$ cat src/rtl/bresenham_line_stream.sv
// Streaming Bresenham line rasteriser: one command in, every pixel of the line out over valid/ready.
// Define LINE_CLIP_EN to suppress pixels outside SCREEN_W x SCREEN_H without changing the walk.
module bresenham_line_stream #(
  parameter int COORD_W  = 10,
  parameter int SCREEN_W = 640,
  parameter int SCREEN_H = 480
) (
  input  logic               Clk,
  input  logic               Reset,
  input  logic               start,
  input  logic               abort,
  input  logic [COORD_W-1:0] x0,
  input  logic [COORD_W-1:0] y0,
  input  logic [COORD_W-1:0] x1,
  input  logic [COORD_W-1:0] y1,
  output logic               busy,
  output logic               pix_valid,
  input  logic               pix_ready,
  output logic [COORD_W-1:0] pix_x,
  output logic [COORD_W-1:0] pix_y,
  output logic               pix_last,
  output logic               done
);

  typedef enum logic [1:0] {IDLE, SETUP, DRAW, DONE} state_t;

  localparam logic signed [COORD_W+1:0] ERR_ZERO = '0;

  state_t                    state;
  logic [COORD_W-1:0]        cur_x, cur_y, end_x, end_y;
  logic signed [COORD_W:0]   dx, dy;
  logic                      sx, sy;
  logic signed [COORD_W+1:0] err;

  logic signed [COORD_W:0]   setup_dx, setup_dy;
  logic signed [COORD_W+2:0] e2, dx_e, dy_e;
  logic signed [COORD_W+1:0] err_dx, err_dy, err_nxt;
  logic                      step_x, step_y, at_end, on_screen, advance;

  function automatic logic signed [COORD_W:0] abs_diff(input logic [COORD_W-1:0] a,
                                                       input logic [COORD_W-1:0] b);
    logic [COORD_W-1:0] d;
    d = (a > b) ? (a - b) : (b - a);
    return signed'({1'b0, d});
  endfunction

  function automatic logic [COORD_W-1:0] step(input logic [COORD_W-1:0] v, input logic up);
    return up ? (v + COORD_W'(1)) : (v - COORD_W'(1));
  endfunction

  assign setup_dx = abs_diff(end_x, cur_x);
  assign setup_dy = -abs_diff(end_y, cur_y);

  // Both axis decisions use the same doubled error term
  assign e2      = {err, 1'b0};
  assign dx_e    = {{2{dx[COORD_W]}}, dx};
  assign dy_e    = {{2{dy[COORD_W]}}, dy};
  assign err_dx  = {dx[COORD_W], dx};
  assign err_dy  = {dy[COORD_W], dy};
  assign step_x  = (e2 >= dy_e);
  assign step_y  = (e2 <= dx_e);
  assign err_nxt = err + (step_x ? err_dy : ERR_ZERO) + (step_y ? err_dx : ERR_ZERO);
  assign at_end  = (cur_x == end_x) && (cur_y == end_y);

`ifdef LINE_CLIP_EN
  assign on_screen = (int'(cur_x) < SCREEN_W) && (int'(cur_y) < SCREEN_H);
`else
  assign on_screen = 1'b1;
`endif

  // Off-screen points are walked past at one step per cycle, independent of pix_ready
  assign advance   = (state == DRAW) && (pix_ready || !on_screen);

  assign busy      = (state != IDLE);
  assign pix_valid = (state == DRAW) && on_screen;
  assign pix_last  = pix_valid && at_end;
  assign pix_x     = cur_x;
  assign pix_y     = cur_y;
  assign done      = (state == DONE);

  always_ff @(posedge Clk) begin
    if (Reset) begin
      state <= IDLE;
      cur_x <= '0;
      cur_y <= '0;
      end_x <= '0;
      end_y <= '0;
      dx    <= '0;
      dy    <= '0;
      sx    <= 1'b0;
      sy    <= 1'b0;
      err   <= '0;
    end else if (abort) begin
      state <= IDLE;
    end else begin
      case (state)
        IDLE: begin
          if (start) begin
            cur_x <= x0;
            cur_y <= y0;
            end_x <= x1;
            end_y <= y1;
            state <= SETUP;
          end
        end
        SETUP: begin
          dx    <= setup_dx;
          dy    <= setup_dy;
          sx    <= (end_x > cur_x);
          sy    <= (end_y > cur_y);
          err   <= {setup_dx[COORD_W], setup_dx} + {setup_dy[COORD_W], setup_dy};
          state <= DRAW;
        end
        DRAW: begin
          if (advance) begin
            if (at_end) begin
              state <= DONE;
            end else begin
              if (step_x) cur_x <= step(cur_x, sx);
              if (step_y) cur_y <= step(cur_y, sy);
              err <= err_nxt;
            end
          end
        end
        DONE:    state <= IDLE;
        default: state <= IDLE;
      endcase
    end
  end

endmodule

$ cat config.mk
export PLATFORM = sky130hd
export DESIGN_NAME = bresenham_line_stream
export DESIGN_NICKNAME = d
export VERILOG_FILES = /design/src/rtl/bresenham_line_stream.sv
export SDC_FILE = /design/constraint.sdc
export NUM_CORES = 1
export LEC_CHECK = 0
export ABC_AREA = 1
export CAP_MARGIN = 0
export CORE_MARGIN = 3
export CORE_UTILIZATION = 25
export DETAILED_ROUTE_END_ITERATION = 8
export PLACE_DENSITY_LB_ADDON = 0.1
export SLEW_MARGIN = 30
export SYNTH_ARGS = -nofsm -noshare
export SYNTH_HDL_FRONTEND = slang
export SYNTH_SLANG_ARGS = --single-unit
$ cat constraint.sdc
create_clock -name Clk -period 7.7 [get_ports Clk]
set_clock_uncertainty 0.1 [all_clocks]
set_input_delay 2.31 -clock Clk [delete_from_list [all_inputs] [get_ports Clk]]
set_output_delay 2.31 -clock Clk [all_outputs]
set_load 0.02 [all_outputs]
* Yosys cells after proc, flatten, opt, wreduce, memory -nomap -nowiden *
Index checks and enable logic that the tools add are counted.

word-level totals
  bits in registers = 77
  output and inout port bits = 24
  logic and storage cells = 75

operators by class
  $add $sub $neg = 12
  magnitude comparators = 4
  eq/ne operators = 11
  multiplexer cells = 23
  bitwise logic cells = 1
  reduce and logical (&&, ||, !) cells = 14

operators by type and width
  kind                                                                     count
  10-bit 2-to-1 mux                                                        13
  10-bit case mux with 2 select lines                                      2
  10-bit subtractor                                                        4
  12-bit 2-to-1 mux                                                        3
  12-bit case mux with 2 select lines                                      1
  10-bit by 1-bit adder with 10-bit output, second input constant          2
  10-bit == test                                                           2
  10-bit greater-than comparator                                           2
  10-bit by 1-bit subtractor with 10-bit output, second input constant     2
  13-bit by 11-bit greater-or-equal comparator with 1-bit output           1
  13-bit by 11-bit <= comparator with 1-bit output                         1
  11-bit by 11-bit adder with 12-bit output                                1
  12-bit by 11-bit adder with 12-bit output                                1
  12-bit adder                                                             1
  6-bit AND reduction                                                      2
  10-bit negation with 11-bit output                                       1
  2-bit by 1-bit inequality test with 1-bit output, second input constant  4
  2-bit case mux with 4 select lines                                       1
  2-bit 2-to-1 mux                                                         3
  3-bit AND reduction                                                      2
  2-bit nonzero test                                                       3
  2-bit == test, second input constant                                     2
  2-bit inequality test, second input constant                             2
  4-bit AND reduction                                                      1
  other kinds (6)                                                          8

* Longest topological paths before layout *
  word-level depth = 7
  mapped depth = 32
  mapped depth without buffers = 31

* Worst setup path before layout *
No wires, ideal clock.

  kind = reg-to-reg
  start point = register dy[10]
  end point = register err[11]
  library setup time = 0.120 ns
  arrival = 3.996 ns
  data required time = 7.480 ns
  slack = 3.484 ns
  stages on the path, launching flop included = 31
  clock period less this slack = 4.216 ns
  cell sequence = dfxtp_1 -> inv_1 -> ha_1 -> nand2_1 -> inv_1 -> nand3_1 -> nor3_1 -> nand2_1 -> o2111ai_1 -> or2_2 -> nand2_1 -> inv_1 -> clkbuf_1 -> nor2_1 -> fa_1 -> ha_1 -> inv_1 -> fa_1 -> inv_1 -> nand3_1 -> nand2_1 -> a21oi_1 -> o21ai_0 -> a21oi_1 -> nor2_1 -> nor2_1 -> xor2_1 -> nor2_1 -> nor2_1 -> a21oi_1 -> a21oi_1

between the ends
  word-level cells in the longest chain between the ends = 7

RTL lines
  element                                                         RTL line  source
  from (decl)                                                     31        logic signed [COORD_W:0] dx, dy;
  from (signal assigned)                                          108       dy <= setup_dy;
  13-bit by 11-bit greater-or-equal comparator with 1-bit output  60        assign step_x = (e2 >= dy_e);
  12-bit 2-to-1 mux *                                             62        assign err_nxt = err + (step_x ? err_dy : ERR_ZERO) + (step_y ? err_dx : ERR_ZERO);
  12-bit adder *                                                  62
  12-bit by 11-bit adder with 12-bit output *                     62
  12-bit 2-to-1 mux *                                             116       if (at_end) begin
  12-bit 2-to-1 mux *                                             115       if (advance) begin
  12-bit case mux with 2 select lines *                           96        case (state)
  to (signal assigned)                                            111       err <= {setup_dx[COORD_W], setup_dx} + {setup_dy[COORD_W], setup_dy};
  to (signal assigned)                                            121       err <= err_nxt;
  to (decl)                                                       33        logic signed [COORD_W+1:0] err;

Every way passes the cells marked *; elsewhere a longest branch is shown, timed or not. The select of a mux whose other input is x is not followed.
A chain may end at the register's enable or synchronous reset.

* Worst setup path in the final report *
  start point = register cur_y[0] (netlist: pix_y[0])
  end point = output port pix_last

between the ends
  word-level cells in the longest chain between the ends = 3

RTL lines
  element                 RTL line  source
  from (decl)             30        logic [COORD_W-1:0] cur_x, cur_y, end_x, end_y;
  from (signal assigned)  100       cur_y <= y0;
  from (signal assigned)  120       if (step_y) cur_y <= step(cur_y, sy);
  10-bit == test          63        assign at_end = (cur_x == end_x) && (cur_y == end_y);
  1-bit logical AND       63
  1-bit logical AND       76        assign pix_last = pix_valid && at_end;
  to (decl)               21        output logic pix_last,

Every way passes these cells.

==> impl_results.md <==
- Outcome: complete, no violations
- TNS Setup: 0 ns
- Reg clk slew, reported paths: 0.06 ns
- Fmax: 186.8 MHz
- Worst slew margin: 0.4003
- Overall die width: 179.2 um
- Leakage Power: 4.312 nW
- Layout cells sized above 1: 0.03843
- Final wirelength: 23200 um
- Main synth FF type: dfxtp_1
- Starting Density: 0.2571
- Max stage delay cell, worst path: clkdlybuf4s50_1
- 1st-iter DRT viols: between 200 and 300
- Post-cts gate resize count: 0
- Slowest Stage Delay on Critical Path: 0.59 ns
- Vias: 7030
- Unrepaired setup endpoints after global routing: false
- Register bit total from synthesis: 77
- Path type of the worst setup path: flip-flop to output port
- CTS Sinks: 77
- Number of port buffers: 68
- CTS HTree Levels: 3
- # rows: between 60 and 70
- CP most frequent cell: inv_1
- Finished Cell Area: 8856 sq um
- Peak VDD IR: 0.1469 mV
- Worst R2R Setup Slack: between 2 and 3 ns
- Antenna Nets Post-Route: 0
- Drt first pass iters: 4
- Die ar.: 32110 sq um
- # hold bufs at CTS: 0
- Area growth from synthesis to layout: 18.10%
- Commonest non-fill, non-tap cell in the layout: nand2_1
- Crit start category: flip-flop
- Final Non-Filler Cells: 1555
- Slew @ Worst Pin: 0.8986 ns
- Initial antenna violation count: 0
- GRT Residual Overflow: 0
- Worst hold path type: flip-flop to flip-flop
- Top-Level Pins: 69
- Ant diodes: 0
- Worst path cell trace: inv_1 > ha_1 > inv_1 > nor3_1 > nand3_2 > nor2_1 > nand2_1 > inv_1 > clkdlybuf4s50_1
- WL/cell: 14.92 um
- CTS buffer count: 9
- Post-synthesis sequential area ratio: 0.2056
- Layout filler cell count: 3272
- Core area: ~29000 sq um
- Drt drc: 0
- Mapped Area: 7498 sq um
- Slew Limit Fails: 0
- Hpwl dp: 18240 um
- Vias per Instance: 4.521
- Die extent in y: 179.2 um
- Fin crit period: 5.352 ns
- WP data required: 5.29 ns
- Most frequent cells in the layout: nand2_1, inv_1, a21oi_1, o21ai_0, ha_1
- CTS tree: yes
- WP buf/inv: 4
- Number of distinct library cells after synthesis: between 40 and 50
- Count of final setup violators: 0
- DP Area: between 8000 and 9000 sq um
- Post-synth EDFFs: 0
- Maxcap violations: 0
- First-pass GRT wire length: between 30000 and 40000 um
- CP Capture Type: output port
- Net count after synthesis: 1279
- Nets: 1331
- Clk_lat worst skew: 0.35 ns
- Vias in the first global route: 7188
- Critical Path Fanout Max: 8
- Power Dens Cells: about 300 nW/um^2
- CTS max path bufs: 2
- Final hold violations: 0
- Total track usage: 0.1517
- Yosys warns: 0
- CTS root buffer: clkbuf_16
- Placed Instances: between 1500 and 2000
- GPL Wtd Cong: slightly above 0.8
- Mean Syn Cell Area: 6.731 sq um
- Largest net degree at the start of global routing: 42
- Async set-reset flop share out of synthesis: 0
- Critical path arrival: 2.94 ns
- Kind of cell adding the most delay to the critical path: buffers and inverters
- Period utilization: 0.6951
- Post-CTS Setup Bufs: 0
- Cells after Synth: 1114
-- area by class of cell --
| cell class | instances | area [sq um] | area share |
|---|---|---|---|
| well taps | 384 | 480.5 | 0.05425 |
| clock buffers | 11 | 242.7 | 0.02741 |
| repair buffers | 74 | 725.7 | 0.08194 |
| flip-flops and latches | 77 | 1541 | 0.1741 |
| clock inverters | 5 | 50.05 | 0.005651 |
| inverters | 199 | 747.0 | 0.08435 |
| multi-input cells | 805 | 5069 | 0.5723 |
-- worst paths after layout --
path	startpoint	end	cells after the start
worst max register to register	pix_y[0]	err[10]	24
worst max-delay path	pix_y[0]	pix_last	9
worst min-delay path	end_x[4]	end_x[4]	2
worst min register to register	end_x[4]	end_x[4]	2
-- through the flow --
step | setup WS (ns) | hold slack (ns) | total power, mW | utilization
6_report | 2.348 | 0.3775 | 2.627 | 0.3036
3_3_place_gp | 2.773 | 0.3668 | 2.209 | 0.2936
3_5_place_dp | 2.688 | 0.3705 | 2.199 | 0.2936
5_1_grt | 2.044 | 0.4070 | 2.938 | 0.3036
2_1_floorplan | 3.484 | 0.3511 | 1.755 | -
4_1_cts | 2.286 | 0.3799 | 2.667 | 0.3036
-- cells in the mapped netlist (5+ instances only) --
cell / count / share of area
nor2_1: 82 / 0.041
xnor2_1: 10 / 0.012
nand2_2: 10 / 0.0083
nor3_1: 10 / 0.0067
a21oi_1: 116 / 0.077
nand2_1: 199 / 0.10
nand3_1: 38 / 0.025
a31oi_1: 13 / 0.011
buf_2: 5 / 0.0033
ha_1: 102 / 0.17
clkbuf_1: 25 / 0.013
dfxtp_1: 77 / 0.21
inv_1: 196 / 0.098
o21ai_0: 111 / 0.074
xor2_1: 30 / 0.035
a211oi_1: 12 / 0.012
o221ai_1: 6 / 0.0070
fa_1: 18 / 0.048
-- layer usage --
layer,up-vias,track usage,routed length [um]
li1,3735,-,-
met1,3183,0.2095,11710
met2,92,0.2516,10600
met3,20,0.01694,556
met4,0,0.03930,344
met5,-,0,0
-- cell families (layout without fill, tap and decap cells) --
group	count (synthesis)	in the layout	share of synthesized area
DFF	77	77	0.2056
buffers and inverters	232	289	0.1185
xor gates and xnor gates	40	40	0.04672
and+or+nand+nor	365	365	0.2076
AOI/OAI and AO/OA	280	280	0.2034
adders and majority gates	120	120	0.2183
-- tightest hold or removal path: cells and delay by family, from the launching register on --
family / cells / cell delay [ns]
flops: 1 / 0.31
buf+inv: 1 / 0.07
compound gates: 1 / 0.05
-- state kept, by name (all words and copies together) (netlist names) --
signal / count
end_y: 10
dx: 10
dy: 11
sy: 1
sx: 1
pix_x: 10
pix_y: 10
err: 12
end_x: 10
state: 2
-- power breakdown --
group          internal, mW  switching (mW)  total [mW]  leakage (nW)
Combinational         0.617            1.08        1.69          3.53
Sequential            0.437          0.0492       0.487         0.631
Clock                 0.259           0.187       0.446         0.149
Note: power is estimated with default switching activity, not from simulation.
